### config.mk
export PLATFORM = sky130hd
export DESIGN_NAME = vdp_bus_initiator
export DESIGN_NICKNAME = d
export VERILOG_FILES = /design/src/rtl/vdp_bus_initiator.sv
export SDC_FILE = /design/constraint.sdc
export NUM_CORES = 1
export LEC_CHECK = 0
export ABC_AREA = 0
export CORE_UTILIZATION = 54
export CTS_CLUSTER_SIZE = 30
export DETAILED_ROUTE_END_ITERATION = 10
export GPL_TIMING_DRIVEN = 0
export PLACE_DENSITY = 0.88
export RECOVER_POWER = 50
export SYNTH_ARGS = -nofsm -noshare
export SYNTH_HDL_FRONTEND = slang
export SYNTH_SLANG_ARGS = --single-unit
export TNS_END_PERCENT = 50
### constraint.sdc
create_clock -name clk_w -period 6.3 [get_ports clk_w]
set_input_delay 1.26 -clock clk_w [delete_from_list [all_inputs] [get_ports clk_w]]
set_output_delay 1.26 -clock clk_w [all_outputs]
set_load 0.005 [all_outputs]
### src/rtl/vdp_bus_initiator.sv
// Host-side initiator for the VDP CPU port (mode / csw_n / csr_n / cd).
// Turns a command (single port access, register write, VRAM address set)
// into one or two byte accesses, each with programmable setup, strobe and
// recovery widths so every edge survives the VDP's filtered front end.
//
// Handshake: a command transfers on a rising clk_w edge where
// cmd_valid & cmd_ready are both 1. cmd_ready is registered and is only
// high while the initiator is idle; the command fields are captured at that
// edge, so the host may change or drop them afterwards. rsp_valid and err
// are single-cycle pulses with no back-pressure.
module vdp_bus_initiator #(
  parameter int SETUP_CYCLES    = 2,
  parameter int STROBE_CYCLES   = 8,
  parameter int RECOVERY_CYCLES = 16
) (
  input  logic        clk_w,
  input  logic        reset_n_w,
  input  logic        cmd_valid,
  output logic        cmd_ready,
  input  logic [2:0]  cmd_op,
  input  logic [1:0]  cmd_port,
  input  logic [15:0] cmd_arg,
  output logic [1:0]  mode_o,
  output logic        csw_n_o,
  output logic        csr_n_o,
  output logic [7:0]  cd_o,
  output logic        cd_oe,
  input  logic [7:0]  cd_i,
  output logic        rsp_valid,
  output logic [7:0]  rsp_data,
  output logic        err,
  output logic [2:0]  dbg_state_o
);

  localparam logic [2:0] OP_WRITE_PORT = 3'd0;
  localparam logic [2:0] OP_READ_PORT  = 3'd1;
  localparam logic [2:0] OP_WRITE_REG  = 3'd2;
  localparam logic [2:0] OP_SET_WADDR  = 3'd3;
  localparam logic [2:0] OP_SET_RADDR  = 3'd4;

  // One shared down-counter times SETUP, STROBE and RECOVER.
  localparam int MAX_AB     = (SETUP_CYCLES > STROBE_CYCLES) ? SETUP_CYCLES : STROBE_CYCLES;
  localparam int MAX_C      = (MAX_AB > RECOVERY_CYCLES) ? MAX_AB : RECOVERY_CYCLES;
  localparam int CNT_W      = (MAX_C > 1) ? $clog2(MAX_C) : 1;
  localparam int RECOV_LOAD = (RECOVERY_CYCLES > 0) ? RECOVERY_CYCLES - 1 : 0;

  localparam logic [CNT_W-1:0] LD_SETUP  = CNT_W'(SETUP_CYCLES - 1);
  localparam logic [CNT_W-1:0] LD_STROBE = CNT_W'(STROBE_CYCLES - 1);
  localparam logic [CNT_W-1:0] LD_RECOV  = CNT_W'(RECOV_LOAD);

  typedef enum logic [2:0] {
    ST_IDLE    = 3'd0,
    ST_SETUP   = 3'd1,
    ST_STROBE  = 3'd2,
    ST_HOLD    = 3'd3,
    ST_RECOVER = 3'd4
  } state_t;

  state_t           state_q, state_d;
  logic [CNT_W-1:0] cnt_q, cnt_d;
  logic             byte_idx_q, byte_idx_d;
  logic [7:0]       byte0_q, byte0_d;
  logic [7:0]       byte1_q, byte1_d;
  logic             two_q, two_d;
  logic             rd_q, rd_d;
  logic [1:0]       port_q, port_d;
  logic             cmd_ready_q, cmd_ready_d;
  logic             csw_n_q, csw_n_d;
  logic             csr_n_q, csr_n_d;
  logic [1:0]       mode_q, mode_d;
  logic [7:0]       cd_q, cd_d;
  logic             cd_oe_q, cd_oe_d;
  logic             rsp_valid_q, rsp_valid_d;
  logic [7:0]       rsp_data_q, rsp_data_d;
  logic             err_q, err_d;

  logic             accept;
  logic             more_bytes;
  logic             dec_legal;
  logic [1:0]       dec_port;
  logic [7:0]       dec_b0;
  logic [7:0]       dec_b1;
  logic             dec_two;
  logic             dec_rd;
  logic [7:0]       cur_byte;
  logic             unused_arg_hi;

  // Address/register bits above 13 carry no meaning on this port.
  assign unused_arg_hi = ^cmd_arg[15:14];

  assign accept     = cmd_valid & cmd_ready_q;
  assign more_bytes = two_q & ~byte_idx_q;

  // Decode the incoming command into a one- or two-byte access list.
  always_comb begin
    dec_legal = 1'b1;
    dec_port  = 2'd1;
    dec_b0    = cmd_arg[7:0];
    dec_b1    = 8'h00;
    dec_two   = 1'b0;
    dec_rd    = 1'b0;
    case (cmd_op)
      OP_WRITE_PORT: dec_port = cmd_port;
      OP_READ_PORT: begin
        dec_port = cmd_port;
        dec_rd   = 1'b1;
        dec_b0   = 8'h00;
      end
      OP_WRITE_REG: begin
        dec_b1  = {2'b10, cmd_arg[13:8]};
        dec_two = 1'b1;
      end
      OP_SET_WADDR: begin
        dec_b1  = {2'b01, cmd_arg[13:8]};
        dec_two = 1'b1;
      end
      OP_SET_RADDR: begin
        dec_b1  = {2'b00, cmd_arg[13:8]};
        dec_two = 1'b1;
      end
      default: dec_legal = 1'b0;
    endcase
  end

  // State register: every flop, async active-low reset to the idle bus.
  always_ff @(posedge clk_w or negedge reset_n_w) begin
    if (!reset_n_w) begin
      state_q     <= ST_IDLE;
      cnt_q       <= '0;
      byte_idx_q  <= 1'b0;
      byte0_q     <= 8'h00;
      byte1_q     <= 8'h00;
      two_q       <= 1'b0;
      rd_q        <= 1'b0;
      port_q      <= 2'd0;
      cmd_ready_q <= 1'b0;
      csw_n_q     <= 1'b1;
      csr_n_q     <= 1'b1;
      mode_q      <= 2'd0;
      cd_q        <= 8'h00;
      cd_oe_q     <= 1'b0;
      rsp_valid_q <= 1'b0;
      rsp_data_q  <= 8'h00;
      err_q       <= 1'b0;
    end else begin
      state_q     <= state_d;
      cnt_q       <= cnt_d;
      byte_idx_q  <= byte_idx_d;
      byte0_q     <= byte0_d;
      byte1_q     <= byte1_d;
      two_q       <= two_d;
      rd_q        <= rd_d;
      port_q      <= port_d;
      cmd_ready_q <= cmd_ready_d;
      csw_n_q     <= csw_n_d;
      csr_n_q     <= csr_n_d;
      mode_q      <= mode_d;
      cd_q        <= cd_d;
      cd_oe_q     <= cd_oe_d;
      rsp_valid_q <= rsp_valid_d;
      rsp_data_q  <= rsp_data_d;
      err_q       <= err_d;
    end
  end

  // Next-state logic: phase sequencing, command capture and read capture.
  always_comb begin
    state_d     = state_q;
    cnt_d       = cnt_q;
    byte_idx_d  = byte_idx_q;
    byte0_d     = byte0_q;
    byte1_d     = byte1_q;
    two_d       = two_q;
    rd_d        = rd_q;
    port_d      = port_q;
    err_d       = 1'b0;
    rsp_valid_d = 1'b0;
    rsp_data_d  = rsp_data_q;
    case (state_q)
      ST_IDLE: begin
        if (accept) begin
          if (dec_legal) begin
            state_d    = ST_SETUP;
            cnt_d      = LD_SETUP;
            byte_idx_d = 1'b0;
            byte0_d    = dec_b0;
            byte1_d    = dec_b1;
            two_d      = dec_two;
            rd_d       = dec_rd;
            port_d     = dec_port;
          end else begin
            err_d = 1'b1;
          end
        end
      end
      ST_SETUP: begin
        if (cnt_q == '0) begin
          state_d = ST_STROBE;
          cnt_d   = LD_STROBE;
        end else begin
          cnt_d = cnt_q - 1'b1;
        end
      end
      ST_STROBE: begin
        if (cnt_q == '0) begin
          state_d = ST_HOLD;
          // Sample the bus on the last strobe-low cycle; visible in HOLD.
          if (rd_q) begin
            rsp_valid_d = 1'b1;
            rsp_data_d  = cd_i;
          end
        end else begin
          cnt_d = cnt_q - 1'b1;
        end
      end
      ST_HOLD: begin
        if (RECOVERY_CYCLES > 0) begin
          state_d = ST_RECOVER;
          cnt_d   = LD_RECOV;
        end else if (more_bytes) begin
          state_d    = ST_SETUP;
          cnt_d      = LD_SETUP;
          byte_idx_d = 1'b1;
        end else begin
          state_d = ST_IDLE;
        end
      end
      ST_RECOVER: begin
        if (cnt_q == '0) begin
          if (more_bytes) begin
            state_d    = ST_SETUP;
            cnt_d      = LD_SETUP;
            byte_idx_d = 1'b1;
          end else begin
            state_d = ST_IDLE;
          end
        end else begin
          cnt_d = cnt_q - 1'b1;
        end
      end
      default: state_d = ST_IDLE;
    endcase
  end

  // Output logic: bus pins for the coming cycle, registered so they never glitch.
  always_comb begin
    cur_byte    = byte_idx_d ? byte1_d : byte0_d;
    cmd_ready_d = (state_d == ST_IDLE);
    mode_d      = mode_q;
    cd_d        = cd_q;
    cd_oe_d     = 1'b0;
    csw_n_d     = 1'b1;
    csr_n_d     = 1'b1;
    case (state_d)
      ST_SETUP: begin
        mode_d  = port_d;
        cd_d    = cur_byte;
        cd_oe_d = ~rd_d;
      end
      ST_STROBE: begin
        cd_oe_d = ~rd_d;
        // Exactly one strobe can be low: selected by the read flag.
        csw_n_d = rd_d;
        csr_n_d = ~rd_d;
      end
      ST_HOLD: cd_oe_d = ~rd_d;
      default: ;
    endcase
  end

  assign cmd_ready   = cmd_ready_q;
  assign mode_o      = mode_q;
  assign csw_n_o     = csw_n_q;
  assign csr_n_o     = csr_n_q;
  assign cd_o        = cd_q;
  assign cd_oe       = cd_oe_q;
  assign rsp_valid   = rsp_valid_q;
  assign rsp_data    = rsp_data_q;
  assign err         = err_q;
  assign dbg_state_o = state_q;

endmodule

==> metrics.cfg <==
[status]
status=complete, but fails checks
violations=DRC, capacitance limit, slew limit

[detailed_routing]
wirelength_um=5850
vias=2143
drt-initial-drc-count=112
dr.pass1.iters=7
wl_per_cell_um=15.9
routed_via_density=5.82
drc=1
ant_nets=0

[clocking]
cts_max_level=2
worstSkewPairLatency_ns=0.31
numCtsBuffers=5
postCtsSetupBuffers=0
clk_pin_slew_ns=0.09
cts_hold_buf=0
cts_root_buffer=clkbuf_8
clock_sinks=52
cts_buffer_depth=2
cts_tree=built
cts_resized=0

[min_path]
hold_class=reg2reg

[timing]
fmax_mhz=300
worst_slew_margin_rel_pct=-30.5
period_share_pct=53.0
worstMarginPinSlew_ns=1.96
holdWs_ns=0.478
setup_viol=0
slew_viol_final=39
hold_viol=0
finClkSkew_ns=0.00581
rsz0062_at_grt=no
period_needed_ns=3.34
fin_tns_setup_ns=0

[critical_path]
rr_endpoint=cd_o[7]
r2r_slack_ns=3.52
timing.rr.start=cnt_q[0]
crit_path_end=mode_o[1]
ff2ff_path_depth=8
cp.depth=6
path_cells=dlygate4sd3_1 -> o21ai_0 -> nand3_2 -> clkbuf_1 -> a32o_1 -> mux2_2
cpMaxStageDelayCell=dlygate4sd3_1
path_buf_inv=2
cp_slowest_stage_delay_ns=0.62
startpoint=cmd_op[0]
end_kind=flop
path_class=in2reg
cp-start-kind=input pin
arrival_ns=3.54
cp_top_family=buffers and inverters
cp_max_fo=10
critPathRequiredTime_ns=6.50

[yosys]
synth_seq_area_share_pct=50.3
ys.flop_type=dfrtp_1
synthArstFlopShare_pct=100
synth-seq-cells=52
synth_top_area_share_pct=48.3
synth.avg_cell_area_um2=10.3
synthTopCellsByArea=dfrtp_1, nand2_1, a221o_1, a32oi_1, o21ai_0
synth_area_leader_cell=dfrtp_1
syn_inst=251
syn_nets=284
netlist-cell-type-count=51
synth_edf_count=0
syn_area_um2=2590
yosysWarnings=0

[pwr]
p_switching_w=0.000562
power.density_nw_per_um2=456
combPwrFrac_pct=50.1
ir_worst_vdd_v=0.000229
p_sw_share_pct=37.3
p_int_w=0.000945
clkPwrFrac_pct=13.7
seq_power_share_pct=36.2
p_leak_nw=1.51

[floorplan]
io_pins=59
core.rowCount=24
fp.dieW_um=71.3
die-area_um2=5080
die_y_um=71.3
core-area_um2=4470
initial_core_util_pct=57.9

[global_routing]
grt_overflow=0
gr-usage-all-layers_pct=25.6
grt_pass1_wl_um=10100
grt_pass1_vias=2191
grt_antenna_before_repair=0
grt_max_degree=39

[placed_design]
port_buffers=56
dp_hpwl_um=4380
gp_congestion=0.868

[finish]
area_growth_pct=27.6
drive_gt1_share_pct=10.4
layout_commonest_cell=clkdlybuf4s50_1
final_cell_mix=clkdlybuf4s50_1, dfrtp_1, nand2_1, o21ai_0
antenna_cells=0
final_nets=348

[flow_run]
drv_cap=1

## power by group through the flow
stage | Sequential, W | Combinational, W | Clock, W
finish | 0.000546 | 0.000755 | 0.000206
global route | 0.000561 | 0.000833 | 0.000221
CTS | 0.000547 | 0.000759 | 0.000209
detailed placement | 0.000552 | 0.000755 | 0
global placement | 0.000544 | 0.000723 | 0
floorplan | 0.000538 | 0.000508 | 0
## how the worst min path moves through the flow
| stage | startpoint | endpoint | slack [ns] | cells past startpoint |
|---|---|---|---|---|
| 3_3_place_gp | byte1_q[4] | byte1_q[4] | 0.45 | 2 |
| 3_5_place_dp | rsp_data[7] | rsp_data[7] | 0.46 | 2 |
| 6_report | byte1_q[0] | byte1_q[0] | 0.48 | 2 |
| 4_1_cts | byte1_q[0] | byte1_q[0] | 0.49 | 2 |
| 2_1_floorplan | byte1_q[1] | byte1_q[1] | 0.44 | 2 |
| 5_1_grt | byte1_q[0] | byte1_q[0] | 0.50 | 2 |
## final cells by class
class / count / area (um^2)
Inverter: 9 / 33.8
Timing Repair Buffer: 57 / 558
Fill cell: 327 / 1170
Tap cell: 52 / 65.1
Multi-Input combinational cell: 176 / 1160
Clock inverter: 2 / 17.5
Buffer: 14 / 81.3
Sequential cell: 52 / 1300
Clock buffer: 6 / 82.6
## flip-flops by register name (all words and copies together) (netlist names)
| name | count |
|---|---|
| byte0_q | 8 |
| byte1_q | 8 |
| byte_idx_q | 1 |
| cd_o | 8 |
| cd_oe | 1 |
| cmd_ready | 1 |
| cnt_q | 4 |
| csr_n_o | 1 |
| csw_n_o | 1 |
| dbg_state_o | 3 |
| err | 1 |
| mode_o | 2 |
| port_q | 2 |
| rd_q | 1 |
| rsp_data | 8 |
| rsp_valid | 1 |
| two_q | 1 |
## per-stage QoR
| step | setup slack, ns | instances | power, W | instance area [um^2] | utilization, % |
|---|---|---|---|---|---|
| 4_1_cts | 3.11 | 368 | 0.00152 | 3330 | 74.4 |
| 6_report | 2.96 | 368 | 0.00151 | 3300 | 73.9 |
| 5_1_grt | 2.51 | 368 | 0.00162 | 3300 | 73.9 |
| 3_3_place_gp | 2.53 | 359 | 0.00127 | 3220 | 71.9 |
| 3_5_place_dp | 2.78 | 360 | 0.00131 | 3230 | 72.2 |
| 2_1_floorplan | 3.62 | 251 | 0.00105 | 2590 | - |
## kinds of logic after synthesis
group | after synthesis | share of synthesized area, %
simple gates | 99 | 19.8
compound gates | 60 | 17.8
flops | 52 | 50.3
buf+inv | 23 | 4.59
mux | 13 | 5.89
xor+xnor | 2 | 0.676
fa+ha+maj | 2 | 0.870
## routing by layer
layer | vias to the layer above | wire length (um) | track usage (%)
li1 | 1032 | - | -
met1 | 1035 | 2570 | 33.4
met2 | 66 | 2940 | 43.7
met3 | 10 | 259 | 3.80
met4 | 0 | 78 | 9.33
met5 | - | 0 | 0
## cells in the mapped netlist, types with 2 or more instances
| cell type | count |
|---|---|
| a21o_1 | 4 |
| a21oi_1 | 10 |
| a221o_1 | 7 |
| a31oi_1 | 4 |
| a32oi_1 | 8 |
| a41o_1 | 4 |
| and2_1 | 3 |
| and3_1 | 10 |
| and3b_1 | 4 |
| buf_2 | 2 |
| buf_4 | 2 |
| buf_6 | 3 |
| clkbuf_1 | 6 |
| dfrtp_1 | 50 |
| dfstp_2 | 2 |
| inv_1 | 7 |
| mux2_1 | 5 |
| mux2_2 | 5 |
| mux2_4 | 2 |
| nand2_1 | 47 |
| nand2_4 | 2 |
| nand2b_1 | 2 |
| nand3_1 | 2 |
| nand3_2 | 2 |
| nor2_1 | 10 |
| nor2b_1 | 3 |
| nor3_1 | 7 |
| o21ai_0 | 13 |
| o22a_1 | 2 |
| or3_1 | 2 |
## worst register-to-register path: stages (launching register included)
cell,delay [ns]
dfrtp_1,0.40
inv_1,0.08
ha_1,0.24
nor3b_1,0.40
clkbuf_1,0.39
mux2i_1,0.36
o221ai_4,0.18
o21ai_4,0.22
mux2_2,0.40
Power figures use the tool's default switching activity.
